File: config.mk
export PLATFORM = sky130hd
export DESIGN_NAME = pixel_framebuffer_writer
export DESIGN_NICKNAME = d
export VERILOG_FILES = /design/src/rtl/pixel_fb_pkg.sv /design/src/rtl/pixel_fifo.sv /design/src/rtl/pixel_framebuffer_writer.sv
export SDC_FILE = /design/constraint.sdc
export NUM_CORES = 1
export LEC_CHECK = 0
export ABC_AREA = 1
export BUFFER_PORTS_ARGS = -buffer_cell sky130_fd_sc_hd__buf_2
export CORE_ASPECT_RATIO = 1.2
export CORE_MARGIN = 5
export CORE_UTILIZATION = 55
export DETAILED_ROUTE_END_ITERATION = 8
export PLACE_DENSITY = 0.87
export SYNTH_ARGS = -nofsm -noshare
export SYNTH_HDL_FRONTEND = slang
export SYNTH_HIERARCHICAL = 1
export SYNTH_SLANG_ARGS = --single-unit
File: constraint.sdc
create_clock -name clk_i -period 2.38 [get_ports clk_i]
set_input_delay 0.476 -clock clk_i [delete_from_list [all_inputs] [get_ports clk_i]]
set_output_delay 0.476 -clock clk_i [all_outputs]
set_load 0.05 [all_outputs]
File: src/rtl/pixel_fb_pkg.sv
// -----------------------------------------------------------------------------
// pixel_fb_pkg
// Shared definitions for the pixel framebuffer writer:
//   - screen geometry and framebuffer size
//   - address / colour widths
//   - writer FSM state encoding
//   - plot FIFO entry layout {addr, colour}
//   - fb_addr(): linear address y*160 + x built from shifts and an add
// -----------------------------------------------------------------------------
package pixel_fb_pkg;

    localparam int SCREEN_W = 160;
    localparam int SCREEN_H = 120;
    localparam int FB_WORDS = SCREEN_W * SCREEN_H;   // 19200
    localparam int ADDR_W   = 15;
    localparam int COLOUR_W = 3;
    localparam int ENTRY_W  = ADDR_W + COLOUR_W;     // 18

    typedef enum logic [1:0] {
        ST_IDLE  = 2'd0,
        ST_WRITE = 2'd1,
        ST_CLEAR = 2'd2
    } fb_state_e;

    typedef struct packed {
        logic [ADDR_W-1:0]   addr;
        logic [COLOUR_W-1:0] colour;
    } fb_entry_t;

    // y*160 = y*128 + y*32; the result always fits 15 bits for on-screen pixels.
    function automatic logic [ADDR_W-1:0] fb_addr(input logic [7:0] x,
                                                  input logic [6:0] y);
        logic [ADDR_W-1:0] y_w;
        logic [ADDR_W-1:0] x_w;
        y_w = {8'd0, y};
        x_w = {7'd0, x};
        return (y_w << 7) + (y_w << 5) + x_w;
    endfunction

endpackage

File: src/rtl/pixel_fifo.sv
// -----------------------------------------------------------------------------
// pixel_fifo
// Small synchronous FIFO holding pending plot entries.
// Ports:
//   clk_i, reset_i   clock, asynchronous active-high reset (empties the FIFO)
//   push_i, data_i   write one entry; ignored when full unless popping too
//   pop_i            remove the head entry; ignored when empty
//   data_o           head entry (valid while empty_o is low)
//   full_o, empty_o  occupancy flags
// A simultaneous push and pop while full is accepted: the slot being written
// is the one the head is leaving, and the head is read before the edge.
// -----------------------------------------------------------------------------
module pixel_fifo #(
    parameter int DEPTH = 4,
    parameter int WIDTH = 18
) (
    input  logic             clk_i,
    input  logic             reset_i,
    input  logic             push_i,
    input  logic [WIDTH-1:0] data_i,
    input  logic             pop_i,
    output logic [WIDTH-1:0] data_o,
    output logic             full_o,
    output logic             empty_o
);

    localparam int PTR_W = (DEPTH > 1) ? $clog2(DEPTH) : 1;

    logic [WIDTH-1:0] mem_q [DEPTH];
    // Pointers carry one extra wrap bit to tell full from empty.
    logic [PTR_W:0]   wr_ptr_q;
    logic [PTR_W:0]   rd_ptr_q;
    logic             do_push_s;
    logic             do_pop_s;

    assign empty_o = (wr_ptr_q == rd_ptr_q);
    assign full_o  = (wr_ptr_q[PTR_W] != rd_ptr_q[PTR_W]) &&
                     (wr_ptr_q[PTR_W-1:0] == rd_ptr_q[PTR_W-1:0]);
    assign data_o  = mem_q[rd_ptr_q[PTR_W-1:0]];

    // Qualify requests against the occupancy flags.
    always_comb begin
        do_pop_s  = pop_i & ~empty_o;
        do_push_s = push_i & (~full_o | do_pop_s);
    end

    // Storage and pointer update.
    always_ff @(posedge clk_i or posedge reset_i) begin
        if (reset_i) begin
            wr_ptr_q <= '0;
            rd_ptr_q <= '0;
            for (int i = 0; i < DEPTH; i++) begin
                mem_q[i] <= '0;
            end
        end else begin
            if (do_push_s) begin
                mem_q[wr_ptr_q[PTR_W-1:0]] <= data_i;
                wr_ptr_q <= wr_ptr_q + {{PTR_W{1'b0}}, 1'b1};
            end
            if (do_pop_s) begin
                rd_ptr_q <= rd_ptr_q + {{PTR_W{1'b0}}, 1'b1};
            end
        end
    end

endmodule

File: src/rtl/pixel_framebuffer_writer.sv
// -----------------------------------------------------------------------------
// pixel_framebuffer_writer
// Receives plot strobes (x, y, colour), buffers them in a small FIFO as linear
// framebuffer addresses, and writes them to video memory over a valid/ready
// write port. Also sweeps the whole screen to a latched background colour.
// Ports:
//   clk_i, reset_i          clock, asynchronous active-high reset
//   plot_i, x_i, y_i,
//   colour_i                one pixel per cycle while plot_i is high
//   clear_go_i,
//   clear_colour_i          request full-screen clear, colour sampled with it
//   mem_addr_o, mem_data_o,
//   mem_we_o, mem_ready_i   write beat; completes when mem_we_o & mem_ready_i
//   busy_o                  work queued, in flight, pending or clearing
//   clear_done_o            one-cycle pulse after the last clear beat
//   overflow_o              sticky: a plot met a full FIFO
//   dropped_count_o         saturating count of discarded plots
// -----------------------------------------------------------------------------
import pixel_fb_pkg::*;

module pixel_framebuffer_writer #(
    parameter int FIFO_DEPTH = 4,
    parameter int SCREEN_W   = pixel_fb_pkg::SCREEN_W,
    parameter int SCREEN_H   = pixel_fb_pkg::SCREEN_H
) (
    input  logic                clk_i,
    input  logic                reset_i,
    input  logic                plot_i,
    input  logic [7:0]          x_i,
    input  logic [6:0]          y_i,
    input  logic [COLOUR_W-1:0] colour_i,
    input  logic                clear_go_i,
    input  logic [COLOUR_W-1:0] clear_colour_i,
    output logic [ADDR_W-1:0]   mem_addr_o,
    output logic [COLOUR_W-1:0] mem_data_o,
    output logic                mem_we_o,
    input  logic                mem_ready_i,
    output logic                busy_o,
    output logic                clear_done_o,
    output logic                overflow_o,
    output logic [7:0]          dropped_count_o
);

    localparam logic [7:0]        X_LIM   = 8'(SCREEN_W);
    localparam logic [6:0]        Y_LIM   = 7'(SCREEN_H);
    localparam logic [ADDR_W-1:0] FB_LAST = ADDR_W'(FB_WORDS - 1);

    fb_state_e            state_q;
    logic [ADDR_W-1:0]    mem_addr_q;
    logic [COLOUR_W-1:0]  mem_data_q;
    logic                 mem_we_q;
    logic                 clear_done_q;
    logic                 clear_pend_q;   // set by clear_go, held through the sweep
    logic [COLOUR_W-1:0]  clear_colour_q;
    logic                 overflow_q;
    logic                 overflow_d;
    logic [7:0]           dropped_q;
    logic [7:0]           dropped_d;

    fb_entry_t            push_entry_s;
    fb_entry_t            head_entry_s;
    logic [ENTRY_W-1:0]   head_bits_s;
    logic                 fifo_full_s;
    logic                 fifo_empty_s;
    logic                 push_s;
    logic                 pop_s;
    logic                 beat_done_s;
    logic                 in_range_s;
    logic                 blocked_s;
    logic                 drop_s;
    logic                 ovf_s;

    assign head_entry_s = fb_entry_t'(head_bits_s);

    pixel_fifo #(
        .DEPTH (FIFO_DEPTH),
        .WIDTH (ENTRY_W)
    ) u_fifo (
        .clk_i   (clk_i),
        .reset_i (reset_i),
        .push_i  (push_s),
        .data_i  (push_entry_s),
        .pop_i   (pop_s),
        .data_o  (head_bits_s),
        .full_o  (fifo_full_s),
        .empty_o (fifo_empty_s)
    );

    // Pop decision: IDLE always drains a non-empty FIFO (even with a clear
    // pending, so earlier pixels go out first); WRITE chains the next pixel
    // only on a completed beat with no clear pending.
    always_comb begin
        beat_done_s = mem_we_q & mem_ready_i;
        pop_s       = 1'b0;
        case (state_q)
            ST_IDLE:  pop_s = ~fifo_empty_s;
            ST_WRITE: pop_s = beat_done_s & ~fifo_empty_s & ~clear_pend_q;
            ST_CLEAR: pop_s = 1'b0;
            default:  pop_s = 1'b0;
        endcase
    end

    // Plot acceptance: range check first (counted), then clear blocking
    // (silent), then FIFO capacity after this cycle's pop (counted, sticky flag).
    always_comb begin
        in_range_s          = (x_i < X_LIM) && (y_i < Y_LIM);
        blocked_s           = clear_pend_q | clear_go_i;
        push_entry_s.addr   = fb_addr(x_i, y_i);
        push_entry_s.colour = colour_i;
        push_s              = 1'b0;
        drop_s              = 1'b0;
        ovf_s               = 1'b0;
        if (plot_i) begin
            if (!in_range_s) begin
                drop_s = 1'b1;
            end else if (blocked_s) begin
                drop_s = 1'b0;
            end else if (fifo_full_s && !pop_s) begin
                drop_s = 1'b1;
                ovf_s  = 1'b1;
            end else begin
                push_s = 1'b1;
            end
        end else begin
            push_s = 1'b0;
        end
    end

    // Next values of the sticky overflow flag and saturating drop counter.
    always_comb begin
        overflow_d = overflow_q | ovf_s;
        if (drop_s && (dropped_q != 8'hFF)) begin
            dropped_d = dropped_q + 8'd1;
        end else begin
            dropped_d = dropped_q;
        end
    end

    // Drop statistics registers.
    always_ff @(posedge clk_i or posedge reset_i) begin
        if (reset_i) begin
            overflow_q <= 1'b0;
            dropped_q  <= 8'd0;
        end else begin
            overflow_q <= overflow_d;
            dropped_q  <= dropped_d;
        end
    end

    // Writer FSM with registered memory-port outputs and clear bookkeeping.
    always_ff @(posedge clk_i or posedge reset_i) begin
        if (reset_i) begin
            state_q        <= ST_IDLE;
            mem_addr_q     <= '0;
            mem_data_q     <= '0;
            mem_we_q       <= 1'b0;
            clear_done_q   <= 1'b0;
            clear_pend_q   <= 1'b0;
            clear_colour_q <= '0;
        end else begin
            clear_done_q <= 1'b0;
            // A new request is only taken when nothing is pending or sweeping.
            if (clear_go_i && !clear_pend_q) begin
                clear_pend_q   <= 1'b1;
                clear_colour_q <= clear_colour_i;
            end
            case (state_q)
                ST_IDLE: begin
                    if (clear_pend_q && fifo_empty_s) begin
                        state_q    <= ST_CLEAR;
                        mem_addr_q <= '0;
                        mem_data_q <= clear_colour_q;
                        mem_we_q   <= 1'b1;
                    end else if (!fifo_empty_s) begin
                        state_q    <= ST_WRITE;
                        mem_addr_q <= head_entry_s.addr;
                        mem_data_q <= head_entry_s.colour;
                        mem_we_q   <= 1'b1;
                    end
                end
                ST_WRITE: begin
                    if (beat_done_s) begin
                        if (pop_s) begin
                            mem_addr_q <= head_entry_s.addr;
                            mem_data_q <= head_entry_s.colour;
                        end else begin
                            mem_we_q <= 1'b0;
                            state_q  <= ST_IDLE;
                        end
                    end
                end
                ST_CLEAR: begin
                    if (beat_done_s) begin
                        if (mem_addr_q == FB_LAST) begin
                            mem_we_q     <= 1'b0;
                            clear_done_q <= 1'b1;
                            clear_pend_q <= 1'b0;
                            state_q      <= ST_IDLE;
                        end else begin
                            mem_addr_q <= mem_addr_q + 15'd1;
                        end
                    end
                end
                default: begin
                    state_q  <= ST_IDLE;
                    mem_we_q <= 1'b0;
                end
            endcase
        end
    end

    assign mem_addr_o      = mem_addr_q;
    assign mem_data_o      = mem_data_q;
    assign mem_we_o        = mem_we_q;
    assign clear_done_o    = clear_done_q;
    assign overflow_o      = overflow_q;
    assign dropped_count_o = dropped_q;
    assign busy_o          = ~fifo_empty_s | mem_we_q | clear_pend_q |
                             (state_q != ST_IDLE);

endmodule
==> results of run 1 <==
## stage by stage
step	utilization [%]	total power [uW]	hold WS (ps)	area [um2]
CTS	65.9	9330	167	7910
detailed placement	60.5	6560	453	7260
global route	66.3	9970	194	7960
floorplan	-	5550	437	6710
finish	66.3	9460	159	7960
global placement	60.5	6460	450	7260
## area by class of cell
class / instances / share of cell area, %
clock buffers: 23 / 6.13
repair buffers: 102 / 8.43
flip-flops and latches: 113 / 35.6
inverters: 44 / 2.12
clock inverters: 9 / 1.62
multi-input cells: 670 / 43.6
well taps: 161 / 2.53
## power by group
group | switching [uW] | internal [uW]
Combinational | 3040 | 1340
Sequential | 288 | 2170
Clock | 881 | 1750
Total | 4210 | 5260
## flip-flops by register name (all words and copies together) (netlist names)
signal and cells:
mem_data_o 3, mem_addr_o 15, clear_done_o 1, u_fifo/wr_ptr_q 3, u_fifo/rd_ptr_q 3, state_q 2, clear_pend_q 1, mem_we_o 1
overflow_o 1, u_fifo/mem_q 72, dropped_count_o 8, clear_colour_q 3
## metal layers
layer	vias up	GRT usage [%]	part of all wire (%)
met5	-	0	0
met4	0	14.2	4.9
met3	102	6.49	9.4
met2	396	44.7	48
met1	3143	30.7	37
li1	3105	-	-
## path summary, 6_finish.rpt
kind	from	endpoint	cells after the start
min	reset_i	u_fifo/mem_q[37]	2
min reg2reg	u_fifo/mem_q[52]	u_fifo/mem_q[52]	2
max	u_fifo/wr_ptr_q[1]	busy_o	8
max reg2reg	u_fifo/wr_ptr_q[1]	u_fifo/mem_q[48]	13
max in group asynchronous	reset_i	u_fifo/mem_q[32]	3
min in group clk_i	clear_colour_i[1]	clear_colour_q[1]	2
## kinds of logic (layout without fill, tap and decap cells)
logic type               Yosys count  count (layout)  synth area share, %
AO/OA/AOI/OAI                    108             108                 8.83
XOR/XNOR                          14              14                 1.94
adder cells (fa/ha/maj)           26              26                 5.08
buffers and inverters             92             178                 6.27
flip-flops                       113             113                 42.2
multiplexers                       4               4                0.672
AND/OR/NAND/NOR                  518             518                 35.0
## placed cells by master (no fill, tap or decap), drive strengths merged, types with 2 or more instances in the layout
| cell type | n |
|---|---|
| o21ai | 50 |
| inv | 40 |
| clkbuf | 23 |
| o21bai | 3 |
| o22ai | 18 |
| a31oi | 3 |
| buf | 102 |
| nand3 | 54 |
| nor2 | 65 |
| clkinvlp | 3 |
| or2 | 2 |
| fa | 2 |
| a21o | 2 |
| a21oi | 30 |
| dfrtp | 113 |
| xnor2 | 6 |
| nand2 | 310 |
| nand3b | 2 |
| mux2 | 4 |
| xor2 | 8 |
| ha | 24 |
| bufinv | 3 |
| nand4 | 83 |
| clkinv | 7 |
## worst max-delay path, cell delays in order (launching register included)
cell     delay [ps]
dfrtp_1         420
inv_2            90
nand2_1          60
nand2_1          90
nand4_1         120
inv_2           110
nand3_2         110
or2_4           250
buf_8           150
## timing repair
item	in CTS	in global routing
endpoints found under the setup margin	71	76
gates resized for setup	4	5
cloned	0	0
pin swaps	1	3
buffers inserted	3	5
==> results_dict.tcl, run 1 <==
set metrics [dict create \
    row_count 44 \
    arrival_ps 1830 \
    dr.pass1.iters 5 \
    antenna_found_initial 0 \
    synthFlopType "dfrtp_1" \
    port_buffers 55 \
    grt-ovfl-total 0 \
    slew_violations 0 \
    startpoint_type "register" \
    drive_above_1_share_pct 17.6 \
    yosysWarnings 6 \
    cts-root-buf "clkbuf_16" \
    synth_nets 927 \
    yosys_register_bits 113 \
    die_y_um 131 \
    synth_enable_flop_cells 0 \
    layout.cells.non_filler 1122 \
    finalSetupTns_ps 0 \
    critical_path_class "register to output port" \
    fmax_mhz 433 \
    syn_inst 875 \
    wl_per_cell_um 17.0 \
    via_count 6746 \
    fp.coreArea_um2 12000 \
    ioPinCount 56 \
    synthTopCellsByArea "dfrtp_1 42%, nand2_1 17%, nand4_1 7.7%" \
    clock_path_buffers 2 \
    cts_tree "done" \
    maxCapViolations 0 \
    holdCritPathClass "input port to async pin" \
    postRouteAntennaNets 0 \
    dp_hpwl_um 11600 \
    setup_viol 0 \
    clkTransAtPathRegs_ps 50 \
    syn2layout_area_growth_pct 18.7 \
    skew_ps 6.71 \
    ir_drop_mv 0.546 \
    holdBufCountCts 0 \
    yosysTopAreaCell "dfrtp_1" \
    finalNetCount 1000 \
    ys_seq_area_share_pct 42.2 \
    period_share_pct 97.0 \
    grt_max_degree 51 \
    power_leakage_uw 0.00420 \
    fillers 943 \
    multi_input_area_um2 3470 \
    drc_errors 0 \
    rrSetupSlack_ps 80 \
    antenna_cells 0 \
    synthArstFlopShare_pct 100 \
    syn_area_um2 6700 \
    placed_cells 1082 \
    grt_pass1_vias 6357 \
    h-tree-depth 4 \
    synth_area_per_cell_um2 7.66 \
    hold_violations 0 \
    end_kind "output port" \
    layout_setup_ws_ps 72.0 \
    viasPerCell 6.01 \
    grt_pass1_wl_um 30600 \
    dieArea_um2 14500 \
    clkLatencyLatePin_ps 420 \
    fin_crit_ps 2310 \
    cellPowerDensity_nw_per_um2 1190 \
    ys_types 38 \
    synth.most_common_cell "nand2_1" \
    slew-limit-headroom_pct 56.8 \
    start_util_pct 55.8 \
    worst_slew_pin_slew_ps 647 \
    crit_required_ps 1900 \
    outcome "finished, final reports clean" \
    seqCellArea_um2 2830 \
    drt_iter0_drc 765 \
    cts-buffers-inserted 17 \
    grt_util_all_layers_pct 26.2 \
    synth_top_area_share_pct 42.2 \
    place_ws_ps -113 \
    gp_congestion 0.880 \
    dieWidth_um 111 \
    cp_max_fo 4 \
    wl_um 19100 \
    synth.top_cells.by_count "307 x nand2_1, 113 x dfrtp_1, 82 x nand4_1" \
    clock_sinks 113 \
]
Note: power is estimated with default switching activity, not from simulation.
==> run 2, diff against run 1 <==
CORE_UTILIZATION = 54   (was 55)
PLACE_DENSITY = 0.86   (was 0.87)
SKIP_CTS_REPAIR_TIMING = 1   (was not set)
SYNTH_HIERARCHICAL = not set   (was 1)
==> results_dict.tcl, run 2 <==
set metrics [dict create \
    drt_iter0_drc 489 \
    synth_area_per_cell_um2 7.53 \
    synth_top_area_share_pct 43.7 \
    start_util_pct 55.4 \
    yosys_register_bits 113 \
    comb_power_share_pct 43.2 \
    placed_cells 1053 \
    dieWidth_um 110 \
    dieArea_um2 14300 \
    synthTopCellsByArea "dfrtp_1 44%, nand2_1 19%, nand3_1 5.4%" \
    h-tree-depth 4 \
    ys_types 41 \
    cp_cell_sequence "inv_2, ha_4, inv_1, nor2_1, nand4_1, or2_2, buf_6" \
    clock_path_buffers 2 \
    crit_required_ps 1900 \
    clkLatencyLatePin_ps 420 \
    synthFlopType "dfrtp_1" \
    timing.hold.ws_ps 204 \
    setup_viol 0 \
    row_count 43 \
    synth_compound_area_share_pct 10.2 \
    antenna_cells 0 \
    cp_num_buf_inv 3 \
    finalInstanceArea_um2 7600 \
    dp_hpwl_um 9990 \
    worst_slew_pin_slew_ps 602 \
    cts-buffers-inserted 17 \
    drc_errors 0 \
    gp_congestion 0.848 \
    drive_above_1_share_pct 14.0 \
    fillers 970 \
    finalNetCount 970 \
    synthSimpleGateAreaFrac_pct 31.2 \
    fin_crit_ps 2330 \
    grt_pass1_wl_um 26700 \
    via_count 5929 \
    layout.cells.non_filler 1088 \
    grt_max_degree 114 \
    pwr-share-clk_pct 30.4 \
    wl_per_cell_um 14.6 \
    outcome "finished, final reports clean" \
    synth_fa_ha_area_share_pct 5.26 \
    synth.most_common_cell "nand2_1" \
    die_y_um 130 \
    ys_seq_area_share_pct 43.7 \
    skew_ps 9.42 \
    startpoint_type "register" \
    synth_nets 910 \
    ioPinCount 56 \
    period_share_pct 97.8 \
    end_kind "output port" \
    dr.pass1.iters 7 \
    largest_register_ffs 72 \
    maxCapViolations 0 \
    viasPerCell 5.45 \
    fmax_mhz 429 \
    clock_sinks 113 \
    grt-ovfl-total 0 \
    syn_area_um2 6460 \
    dpl_cell_area_um2 6870 \
    arrival_ps 1850 \
    holdCritPathClass "input port to async pin" \
    cp_max_fo 4 \
    synth_top_family_by_area "simple AND/OR/NAND/NOR gates" \
    p_int_uw 5470 \
    fp.coreArea_um2 11700 \
    p_sw_share_pct 42.7 \
    synth_enable_flop_cells 0 \
    cts-root-buf "clkbuf_16" \
    yosysWarnings 0 \
    synthMuxAreaShare_pct 0.174 \
    clkTransAtPathRegs_ps 50 \
    final_cell_mix "319 x nand2_1, 113 x dfrtp_1, 70 x nand3_1, 66 x inv_1, 54 x buf_2" \
    power.switching_uw 4070 \
    rsz0062_at_grt "no" \
    postRouteAntennaNets 0 \
    critical_path_class "register to output port" \
    power_leakage_uw 0.00400 \
    hold_violations 0 \
    syn2layout_area_growth_pct 17.6 \
    synth.top_cells.by_count "320 x nand2_1, 113 x dfrtp_1, 70 x nand3_1" \
    layout_commonest_cell "nand2_1" \
    grt_pass1_vias 5636 \
    cellPowerDensity_nw_per_um2 1260 \
    synth_xor_xnor_area_share_pct 2.42 \
    grt_util_all_layers_pct 23.6 \
    slowest_delay_ps 420 \
    antenna_found_initial 0 \
    top_register "u_fifo.mem_q" \
    wl_um 15900 \
    slowest_stage "dfrtp_1" \
    ir_drop_mv 0.662 \
    yosysTopAreaCell "dfrtp_1" \
    slew-limit-headroom_pct 59.9 \
    cp_top_family "simple AND/OR/NAND/NOR gates" \
    slew_violations 0 \
    syn_inst 858 \
    power_frac_seq_pct 26.4 \
    cts_tree "done" \
    port_buffers 55 \
    synthArstFlopShare_pct 100 \
]
[run 2: worst paths after layout]
path / startpoint / cells after the start / endpoint / slack, ps
max: state_q[0] / 7 / busy_o / 50
min: reset_i / 3 / mem_addr_o[0] / 200
max reg2reg: state_q[0] / 11 / u_fifo.mem_q[54] / 240
min reg2reg: u_fifo.mem_q[31] / 2 / u_fifo.mem_q[31] / 470
max in group asynchronous: reset_i / 3 / u_fifo.mem_q[39] / 1710
min in group clk_i: x_i[0] / 3 / u_fifo.mem_q[3] / 280
[run 2: tightest hold or removal path, stage by stage]
cell        delay [ps]
buf_2              110
clkinvlp_4          70
buf_12             410
[run 2: power by group through the flow]
stage / Clock [uW] / Sequential, uW / Combinational [uW]
3_5_place_dp: 0 / 2540 / 3940
4_1_cts: 2900 / 2510 / 4020
3_3_place_gp: 0 / 2540 / 3880
5_1_grt: 2990 / 2570 / 4590
6_report: 2900 / 2520 / 4130
2_1_floorplan: 0 / 3010 / 2570
[run 2: layout make-up]
class,instances,area [um2],share of cell area (%)
well taps,157,196,2.58
inverters,72,277,3.64
clock inverters,13,234,3.08
multi-input cells,643,3210,42.2
repair buffers,71,414,5.45
clock buffers,19,443,5.83
flip-flops and latches,113,2830,37.2
[run 2: stage by stage]
step	TNS [ps]	setup slack [ps]	util (%)	total power, uW
after floorplan	0	268	-	5580
after global placement	0	61.7	58.8	6420
after detailed placement	-6.41	-6.41	58.8	6480
after CTS	-115	-115	64.6	9430
after global routing	0	0.856	65.1	10100
final	0	51.2	65.1	9550
[run 2: per-layer routing]
| layer | track usage, % | up-vias | wire (um) |
|---|---|---|---|
| li1 | - | 2910 | - |
| met1 | 29.7 | 2764 | 6620 |
| met3 | 4.16 | 41 | 959 |
| met5 | 0 | - | 0 |
| met4 | 10.8 | 0 | 395 |
| met2 | 39.6 | 214 | 7880 |
[run 2: cells by family (layout without fill, tap and decap cells)]
group                    count (synthesis)  in the layout
multiplexers                             1              1
AND/OR/NAND/NOR                        477            477
adder cells (fa/ha/maj)                 26             26
AO/OA/AOI/OAI                          122            122
buffers and inverters                  102            175
flip-flops                             113            113
XOR/XNOR                                17             17
==> run 3, diff against run 2 <==
CORE_UTILIZATION = 60   (was 54)
PLACE_DENSITY = 0.8   (was 0.86)
clock period = 2.5 ns   (was 2.38 ns; I/O delays follow)
==> results_dict.tcl, run 3 (synthesis gave the netlist of run 2 again) <==
set metrics [dict create \
    ioPinCount 56 \
    grt_max_degree 55 \
    postRouteAntennaNets 0 \
    drive_above_1_share_pct 13.8 \
    r2r_start "state_q[1]" \
    start_util_pct 61.5 \
    die_y_um 124 \
    viasPerCell 5.58 \
    pwr-share-clk_pct 26.7 \
    clkTransAtPathRegs_ps 60 \
    ir_drop_mv 0.641 \
    maxCapViolations 0 \
    power_frac_seq_pct 28.2 \
    dieArea_um2 13000 \
    cp_max_fo 4 \
    cts-root-buf "clkbuf_16" \
    r2r.worst_path.cells 9 \
    grt_pass1_vias 5830 \
    cts_tree "done" \
    port_buffers 55 \
    cp_cell_sequence "inv_1, ha_4, inv_1, nor2_1, nand4_1, or2_2, buf_4" \
    holdCritPathClass "input port to async pin" \
    fin_crit_ps 2390 \
    arrival_ps 1890 \
    finalInstanceArea_um2 7450 \
    layout_setup_ws_ps 109 \
    outcome "finished, final reports clean" \
    dpl_cell_area_um2 6870 \
    rrSetupSlack_ps 370 \
    worst_slew_pin_slew_ps 589 \
    dp_hpwl_um 11300 \
    drc_errors 0 \
    startpoint_type "register" \
    slew_violations 0 \
    fp.coreArea_um2 10500 \
    crit_path_end "busy_o" \
    dieWidth_um 105 \
    p_int_uw 4730 \
    largest_register_ffs 72 \
    slowest_stage "dfrtp_1" \
    fmax_mhz 418 \
    p_sw_share_pct 44.6 \
    antenna_found_initial 0 \
    power_leakage_uw 0.00396 \
    row_count 41 \
    fillers 829 \
    top_register "u_fifo.mem_q" \
    antenna_cells 0 \
    drt_iter0_drc 432 \
    syn2layout_area_growth_pct 15.2 \
    multi_input_area_um2 3190 \
    place_ws_ps 108 \
    power.switching_uw 3810 \
    crit_required_ps 2000 \
    clock_path_buffers 2 \
    finalNetCount 970 \
    slew-limit-headroom_pct 60.6 \
    clock_sinks 113 \
    setup_viol 0 \
    postLayoutCoreUtil_pct 70.8 \
    end_kind "output port" \
    total_power_uw 8540 \
    clkLatencyLatePin_ps 410 \
    rr_endpoint "mem_addr_o[6]" \
    grt_pass1_wl_um 27100 \
    period_share_pct 95.7 \
    cts-buffers-inserted 17 \
    layout_commonest_cell "nand2_1" \
    via_count 5913 \
    h-tree-depth 4 \
    hold_violations 0 \
    grt_util_all_layers_pct 25.8 \
    wl_um 16000 \
    timing.hold.ws_ps 74.4 \
    final_cell_mix "320 x nand2_1, 113 x dfrtp_1, 70 x nand3_1, 67 x inv_1, 54 x buf_2" \
    grt-ovfl-total 0 \
    seqCellArea_um2 2830 \
    gp_congestion 0.847 \
    critical_path_class "register to output port" \
    cellPowerDensity_nw_per_um2 1150 \
    skew_ps 11.6 \
    dr.pass1.iters 6 \
    slowest_delay_ps 410 \
    crit_start "state_q[1]" \
    cpMostUsedCell "inv_1" \
    comb_power_share_pct 45.1 \
    wl_per_cell_um 15.1 \
]
==> run 3: cell types whose count changed in the layout (fill, tap and decap cells not counted), sizes merged <==
| cell | before | now |
|---|---|---|
| clkbuf | 19 | 21 |
| bufinv | 6 | 1 |
| clkinv | 4 | 5 |
| clkinvlp | 4 | 5 |
==> run 3: worst min-delay path by stage <==
stage                       end             start  slack [ps]  depth (start not counted)
2_1_floorplan  u_fifo.mem_q[65]  u_fifo.mem_q[65]         440                          2
3_3_place_gp         overflow_o        overflow_o         430                          1
3_5_place_dp   u_fifo.mem_q[48]  u_fifo.mem_q[48]         450                          2
4_1_cts        u_fifo.mem_q[21]           reset_i          60                          2
5_1_grt        u_fifo.mem_q[21]           reset_i          80                          2
6_report       u_fifo.mem_q[59]           reset_i          70                          2
==> run 3: metal layers <==
metal | track usage [%] | part of all wire [%] | vias up
li1 | - | - | 2892
met5 | 0 | 0 | -
met4 | 8.87 | 1.3 | 0
met3 | 5.24 | 5.2 | 22
met1 | 31.9 | 42 | 2813
met2 | 45.2 | 51 | 186
==> run 3: power groups by stage <==
stage	clock (uW)	combinational, uW	sequential [uW]
after global routing	2400	4310	2450
after floorplan	0	2440	2870
after global placement	0	3700	2410
after CTS	2310	3810	2400
after detailed placement	0	3790	2430
final	2280	3850	2410
==> run 3: stage by stage <==
stage,instances,TNS (ps)
2_1_floorplan,858,0
3_3_place_gp,1028,0
3_5_place_dp,1028,0
4_1_cts,1059,0
5_1_grt,1059,-19.8
6_report,1059,0
==> run 3: final cells by class <==
class,instances,area share [%]
flip-flops and latches,113,38.0
clock inverters,10,1.14
well taps,129,2.17
clock buffers,21,6.45
multi-input cells,643,42.9
inverters,72,3.71
repair buffers,71,5.68
==> run 3: worst max-delay path, delay by kind of cell (launching register included) <==
family / cells / cell delay [ps]
AND/OR/NAND/NOR: 3 / 510
flip-flops: 1 / 410
buffers and inverters: 3 / 390
adder cells (fa/ha/maj): 1 / 160
